$ cat src/rtl/if_fetch_ctrl.sv
// Instruction-fetch sequencer: owns the PC, runs a single-outstanding request/ready
// handshake to instruction memory and fills the IF/ID slot through a one-entry skid.
module if_fetch_ctrl #(
    parameter int                ADDR_W   = 32,
    parameter int                DATA_W   = 32,
    parameter logic [ADDR_W-1:0] RESET_PC = 32'h0000_3000
) (
    input  logic              clk,
    input  logic              reset,
    input  logic [1:0]        pc_src,
    input  logic [ADDR_W-1:0] branch_target,
    input  logic [ADDR_W-1:0] jump_target,
    input  logic [ADDR_W-1:0] jr_target,
    input  logic              stall,
    output logic              imem_req,
    output logic [ADDR_W-1:0] imem_addr,
    input  logic              imem_ready,
    input  logic [DATA_W-1:0] imem_rdata,
    output logic              if_valid,
    output logic [ADDR_W-1:0] if_pc,
    output logic [DATA_W-1:0] if_instr,
    output logic [ADDR_W-1:0] if_pc_plus4
);

    typedef enum logic [1:0] {
        IDLE  = 2'd0,
        FETCH = 2'd1,
        HOLD  = 2'd2,
        DRAIN = 2'd3
    } state_t;

    localparam logic [ADDR_W-1:0] PC_INC = ADDR_W'(3'd4);

    state_t            state_r;
    logic [ADDR_W-1:0] pc_r;
    logic [ADDR_W-1:0] drain_addr_r;
    logic [ADDR_W-1:0] skid_pc_r;
    logic [DATA_W-1:0] skid_instr_r;

    logic              redir_s;
    logic              cons_s;
    logic [ADDR_W-1:0] target_s;
    logic [ADDR_W-1:0] pc_next_s;

    assign redir_s     = (pc_src != 2'b00);
    assign cons_s      = if_valid & ~stall;
    assign pc_next_s   = pc_r + PC_INC;
    assign if_pc_plus4 = if_pc + PC_INC;

    // Redirect target selection
    always_comb begin
        target_s = pc_r;
        case (pc_src)
            2'b01:   target_s = branch_target;
            2'b10:   target_s = jump_target;
            2'b11:   target_s = jr_target;
            default: target_s = pc_r;
        endcase
    end

    // Fetch FSM with registered request/address and IF/ID slot
    always_ff @(posedge clk or negedge reset) begin
        if (!reset) begin
            state_r      <= IDLE;
            pc_r         <= RESET_PC;
            drain_addr_r <= {ADDR_W{1'b0}};
            skid_pc_r    <= {ADDR_W{1'b0}};
            skid_instr_r <= {DATA_W{1'b0}};
            imem_req     <= 1'b0;
            imem_addr    <= {ADDR_W{1'b0}};
            if_valid     <= 1'b0;
            if_pc        <= {ADDR_W{1'b0}};
            if_instr     <= {DATA_W{1'b0}};
        end else if (redir_s) begin
            // Redirect beats stall and any same-cycle response
            pc_r         <= target_s;
            if_valid     <= 1'b0;
            skid_pc_r    <= {ADDR_W{1'b0}};
            skid_instr_r <= {DATA_W{1'b0}};
            case (state_r)
                FETCH: begin
                    if (imem_ready) begin
                        state_r   <= FETCH;
                        imem_req  <= 1'b1;
                        imem_addr <= target_s;
                    end else begin
                        state_r      <= DRAIN;
                        drain_addr_r <= pc_r;
                        imem_req     <= 1'b1;
                        imem_addr    <= pc_r;
                    end
                end
                DRAIN: begin
                    // A completing drain needs no further wait; otherwise keep draining
                    if (imem_ready) begin
                        state_r   <= FETCH;
                        imem_req  <= 1'b1;
                        imem_addr <= target_s;
                    end else begin
                        state_r   <= DRAIN;
                        imem_req  <= 1'b1;
                        imem_addr <= drain_addr_r;
                    end
                end
                default: begin
                    state_r   <= FETCH;
                    imem_req  <= 1'b1;
                    imem_addr <= target_s;
                end
            endcase
        end else begin
            if (cons_s) begin
                if_valid <= 1'b0;
            end else begin
                if_valid <= if_valid;
            end
            case (state_r)
                IDLE: begin
                    state_r   <= FETCH;
                    imem_req  <= 1'b1;
                    imem_addr <= pc_r;
                end
                FETCH: begin
                    if (imem_ready && (!if_valid || cons_s)) begin
                        if_valid  <= 1'b1;
                        if_pc     <= pc_r;
                        if_instr  <= imem_rdata;
                        pc_r      <= pc_next_s;
                        imem_req  <= 1'b1;
                        imem_addr <= pc_next_s;
                    end else if (imem_ready) begin
                        skid_pc_r    <= pc_r;
                        skid_instr_r <= imem_rdata;
                        pc_r         <= pc_next_s;
                        state_r      <= HOLD;
                        imem_req     <= 1'b0;
                    end else begin
                        imem_req  <= 1'b1;
                        imem_addr <= pc_r;
                    end
                end
                HOLD: begin
                    if (cons_s) begin
                        if_valid     <= 1'b1;
                        if_pc        <= skid_pc_r;
                        if_instr     <= skid_instr_r;
                        skid_pc_r    <= {ADDR_W{1'b0}};
                        skid_instr_r <= {DATA_W{1'b0}};
                        state_r      <= FETCH;
                        imem_req     <= 1'b1;
                        imem_addr    <= pc_r;
                    end else begin
                        imem_req <= 1'b0;
                    end
                end
                DRAIN: begin
                    if (imem_ready) begin
                        state_r   <= FETCH;
                        imem_req  <= 1'b1;
                        imem_addr <= pc_r;
                    end else begin
                        imem_req  <= 1'b1;
                        imem_addr <= drain_addr_r;
                    end
                end
                default: begin
                    state_r  <= IDLE;
                    imem_req <= 1'b0;
                end
            endcase
        end
    end

endmodule

$ cat config.mk
export PLATFORM = sky130hd
export DESIGN_NAME = if_fetch_ctrl
export DESIGN_NICKNAME = d
export VERILOG_FILES = /design/src/rtl/if_fetch_ctrl.sv
export SDC_FILE = /design/constraint.sdc
export NUM_CORES = 1
export LEC_CHECK = 0
export ABC_AREA = 1
export CORE_MARGIN = 2
export CORE_UTILIZATION = 45
export CTS_CLUSTER_DIAMETER = 40
export DETAILED_ROUTE_END_ITERATION = 6
export PLACE_DENSITY = 0.68
export SYNTH_ARGS = -nofsm -noshare
export SYNTH_HDL_FRONTEND = slang
export SYNTH_SLANG_ARGS = --single-unit
$ cat constraint.sdc
create_clock -name clk -period 2.4 [get_ports clk]
set_input_delay 0.48 -clock clk [delete_from_list [all_inputs] [get_ports clk]]
set_output_delay 0.48 -clock clk [all_outputs]
set_load 0.01 [all_outputs]
==> results of run 1 <==
## per-stage QoR
stage	setup TNS [ns]	std cells
detailed placement	-2.69	2551
floorplan	0	1850
global placement	-1.76	2551
CTS	-6.98	2633
global route	-8.67	2640
finish	-6.50	2640
## layout by cell type, fill, tap and decap left out, types with 55 or more instances in the layout
cell type / n
inv_1: 173
nand2_1: 516
clkdlybuf4s50_1: 234
buf_4: 145
nand4_1: 90
nand3_1: 86
a31oi_1: 55
o21ai_0: 197
dfrtp_1: 226
nor2_1: 146
## flip-flops by register name (all words and copies together), names as in the netlist
register      flops
state_r           2
pc_r             32
drain_addr_r     32
skid_pc_r        32
imem_req          1
imem_addr        32
skid_instr_r     32
if_pc            32
if_instr         32
if_valid          1
## layer usage
layer	up-vias	routed length (um)	global-route usage (%)
met5	-	0	0
li1	6886	-	-
met4	0	1210	9.50
met3	88	4290	5.38
met2	716	20900	46.1
met1	6657	20700	42.8
## worst max path at each step
stage,from,to,cells past startpoint
after global placement,if_pc[3]$_DFFE_PN0P_,if_pc_plus4[28],9
after CTS,if_pc[3]$_DFFE_PN0P_,if_pc_plus4[28],10
after floorplan,if_pc[2]$_DFFE_PN0P_,if_pc_plus4[28],8
final,if_pc[2]$_DFFE_PN0P_,if_pc_plus4[31],11
after detailed placement,if_pc[3]$_DFFE_PN0P_,if_pc_plus4[28],9
after global routing,if_pc[2]$_DFFE_PN0P_,if_pc_plus4[31],11
## cell type report
cell class	instances	area share (%)
Inverter	187	3.70
Sequential cell	228	29.8
Tap cell	390	2.55
Clock buffer	43	5.33
Multi-Input combinational cell	1320	34.7
Timing Repair Buffer	444	21.8
Clock inverter	28	2.09
## repair_timing
item,CTS,global route
pin swaps,16,22
gates cloned,0,0
resized for setup,112,52
endpoints found under the setup margin,28,25
hold endpoints to repair,52,0
hold buffers,1,0
setup buffers,10,7
## where the power goes
part | internal [mW] | switching, mW | total [mW]
combinational | 4.38 | 5.50 | 9.88
sequential | 5.26 | 1.02 | 6.28
clock | 3.89 | 2.13 | 6.01
total | 13.5 | 8.64 | 22.2
## critical path, delay by kind of cell (launching register included)
| kind | cells | cell delay [ns] |
|---|---|---|
| xor+xnor | 1 | 0.17 |
| buf+inv | 4 | 0.45 |
| flops | 1 | 0.41 |
| simple gates | 6 | 0.83 |
## cell families after synthesis
kind of cell               Yosys count
xor gates and xnor gates            36
and+or+nand+nor                    916
AOI/OAI and AO/OA                  363
buffers and inverters              302
adders and majority gates            5
DFF                                228
==> results_dict.tcl, run 1 <==
set metrics [dict create \
    status "finished with violations" \
    violations "negative setup slack" \
    grt_overflow 0 \
    ff2ff_setup_slack_ns 0.16 \
    crit_slowest_cell "dfrtp_1" \
    synth_top_area_share_pct 42.3 \
    cp-start-kind "register" \
    cp_common_cell "nor2_4" \
    dp_slack_ns -0.327 \
    path_class "reg -> out" \
    synth_top_family_by_area "simple AND/OR/NAND/NOR gates" \
    postSynthAreaPerCell_sq_um 7.23 \
    first_pass_iters 5 \
    globalplace.congestion 0.941 \
    timing.final.ws_setup_ns -0.471 \
    arrival_ns 2.39 \
    grt_pass1_wl_mm 74.1 \
    reg2regPathDepth 8 \
    nets 2359 \
    ys.flop_type "dfrtp_1" \
    hold_viol 0 \
    core_sq_um 29500 \
    cts_tree "done" \
    clock_latency_ns 0.53 \
    r2r-start "state_r[1]$_DFFE_PN0P_" \
    postSynthCellCount 1850 \
    fin_crit_sh_pct 120 \
    slowest_delay_ns 0.41 \
    drv_slew 0 \
    r2r_end "pc_r[16]$_DFFE_PN0P_" \
    synthSimpleGateAreaFrac_pct 29.9 \
    max-slew-margin-rel_pct 62.5 \
    multi_input_area_sq_um 6640 \
    grt_max_degree 92 \
    final-setup-viol-count 24 \
    clock_sinks 228 \
    avgViaCountPerCell 5.43 \
    power.density_nw_per_um2 1160 \
    worstPathCellList "buf_6 > inv_4 > nor3_4 > nand2_2 > nor2_4 > nand2_4 > buf_12 > nor2_4 > nand4_1 > xnor2_1 > buf_2" \
    worstMarginPinSlew_ns 0.562 \
    final_core_util_pct 64.9 \
    seq_area_frac_synth_pct 42.7 \
    dieArea_sq_um 31100 \
    synth_seq_cells 228 \
    ys_warn_count 0 \
    grt_pass1_vias 13700 \
    hp-class "in -> async" \
    synth_edf_count 0 \
    post_dp_cell_area_sq_um 17500 \
    synth_mux_area_share_pct 0 \
    drive_above_1_share_pct 15.8 \
    die_w_um 176 \
    rsz0062_at_grt "true" \
    track_usage_pct 29.9 \
    dp_hpwl_mm 33.8 \
    synthArstFlopShare_pct 100 \
    clockBufferDepth 3 \
    fin_worst_skew_ns 0.0144 \
    cts_root_buf "clkbuf_16" \
    min_period_ns 2.87 \
    synthXorXnorAreaFrac_pct 2.36 \
    ir_drop_v 0.000589 \
    synthToLayoutAreaGrowth_pct 43.2 \
    yosysTopAreaCell "dfrtp_1" \
    vias 14300 \
    synthTopCellsByCount "521 x nand2_1, 226 x dfrtp_1, 197 x o21ai_0, 176 x inv_1, 156 x nor2_1" \
    rows 63 \
    die_h_um 176 \
    final_area_sq_um 19100 \
    drc_errors 0 \
    antennaDiodeCount 0 \
    drtAntennaViolNets 0 \
    numCtsBuffers 39 \
    routed_wl_mm 47.1 \
    regArea_sq_um 5710 \
    grt_antenna_before_repair 0 \
    cts_max_level 2 \
    crit_path_end_kind "output pin" \
    yosysMostFrequentCell "nand2_1" \
    ys_top_cells_by_area "dfrtp_1 42%, nand2_1 15%, o21ai_0 7.4%" \
    clk_pin_slew_ns 0.06 \
    syn-cell-area_sq_um 13400 \
    first_iter_violations 1202 \
    syn_nets 1989 \
    synth-adder-area-share_pct 0.468 \
    initial_utilization_pct 45.4 \
    nFillCells 2579 \
    timing.hold.ws_ns 0.479 \
    portBuffers 263 \
    p_total_mw 22.2 \
    cp_max_fo 4 \
    ioPinCount 264 \
    fmax_mhz 348 \
    cap_viol_max_count 0 \
    cp_data_required_time_ns 1.92 \
    p_leak_nw 8.60 \
    synth_compound_area_share_pct 15.2 \
    wl_per_cell_um 17.8 \
    synth_cell_types 41 \
]
No activity file was read; power rests on OpenSTA's default activity.
==> inputs of run 2 (changes only) <==
Settings changed: GPL_ROUTABILITY_DRIVEN from default to 1, HOLD_SLACK_MARGIN from default to 0.03.
==> results of run 2 <==
No change in the layout: final DEF, timing and power equal those of run 1.
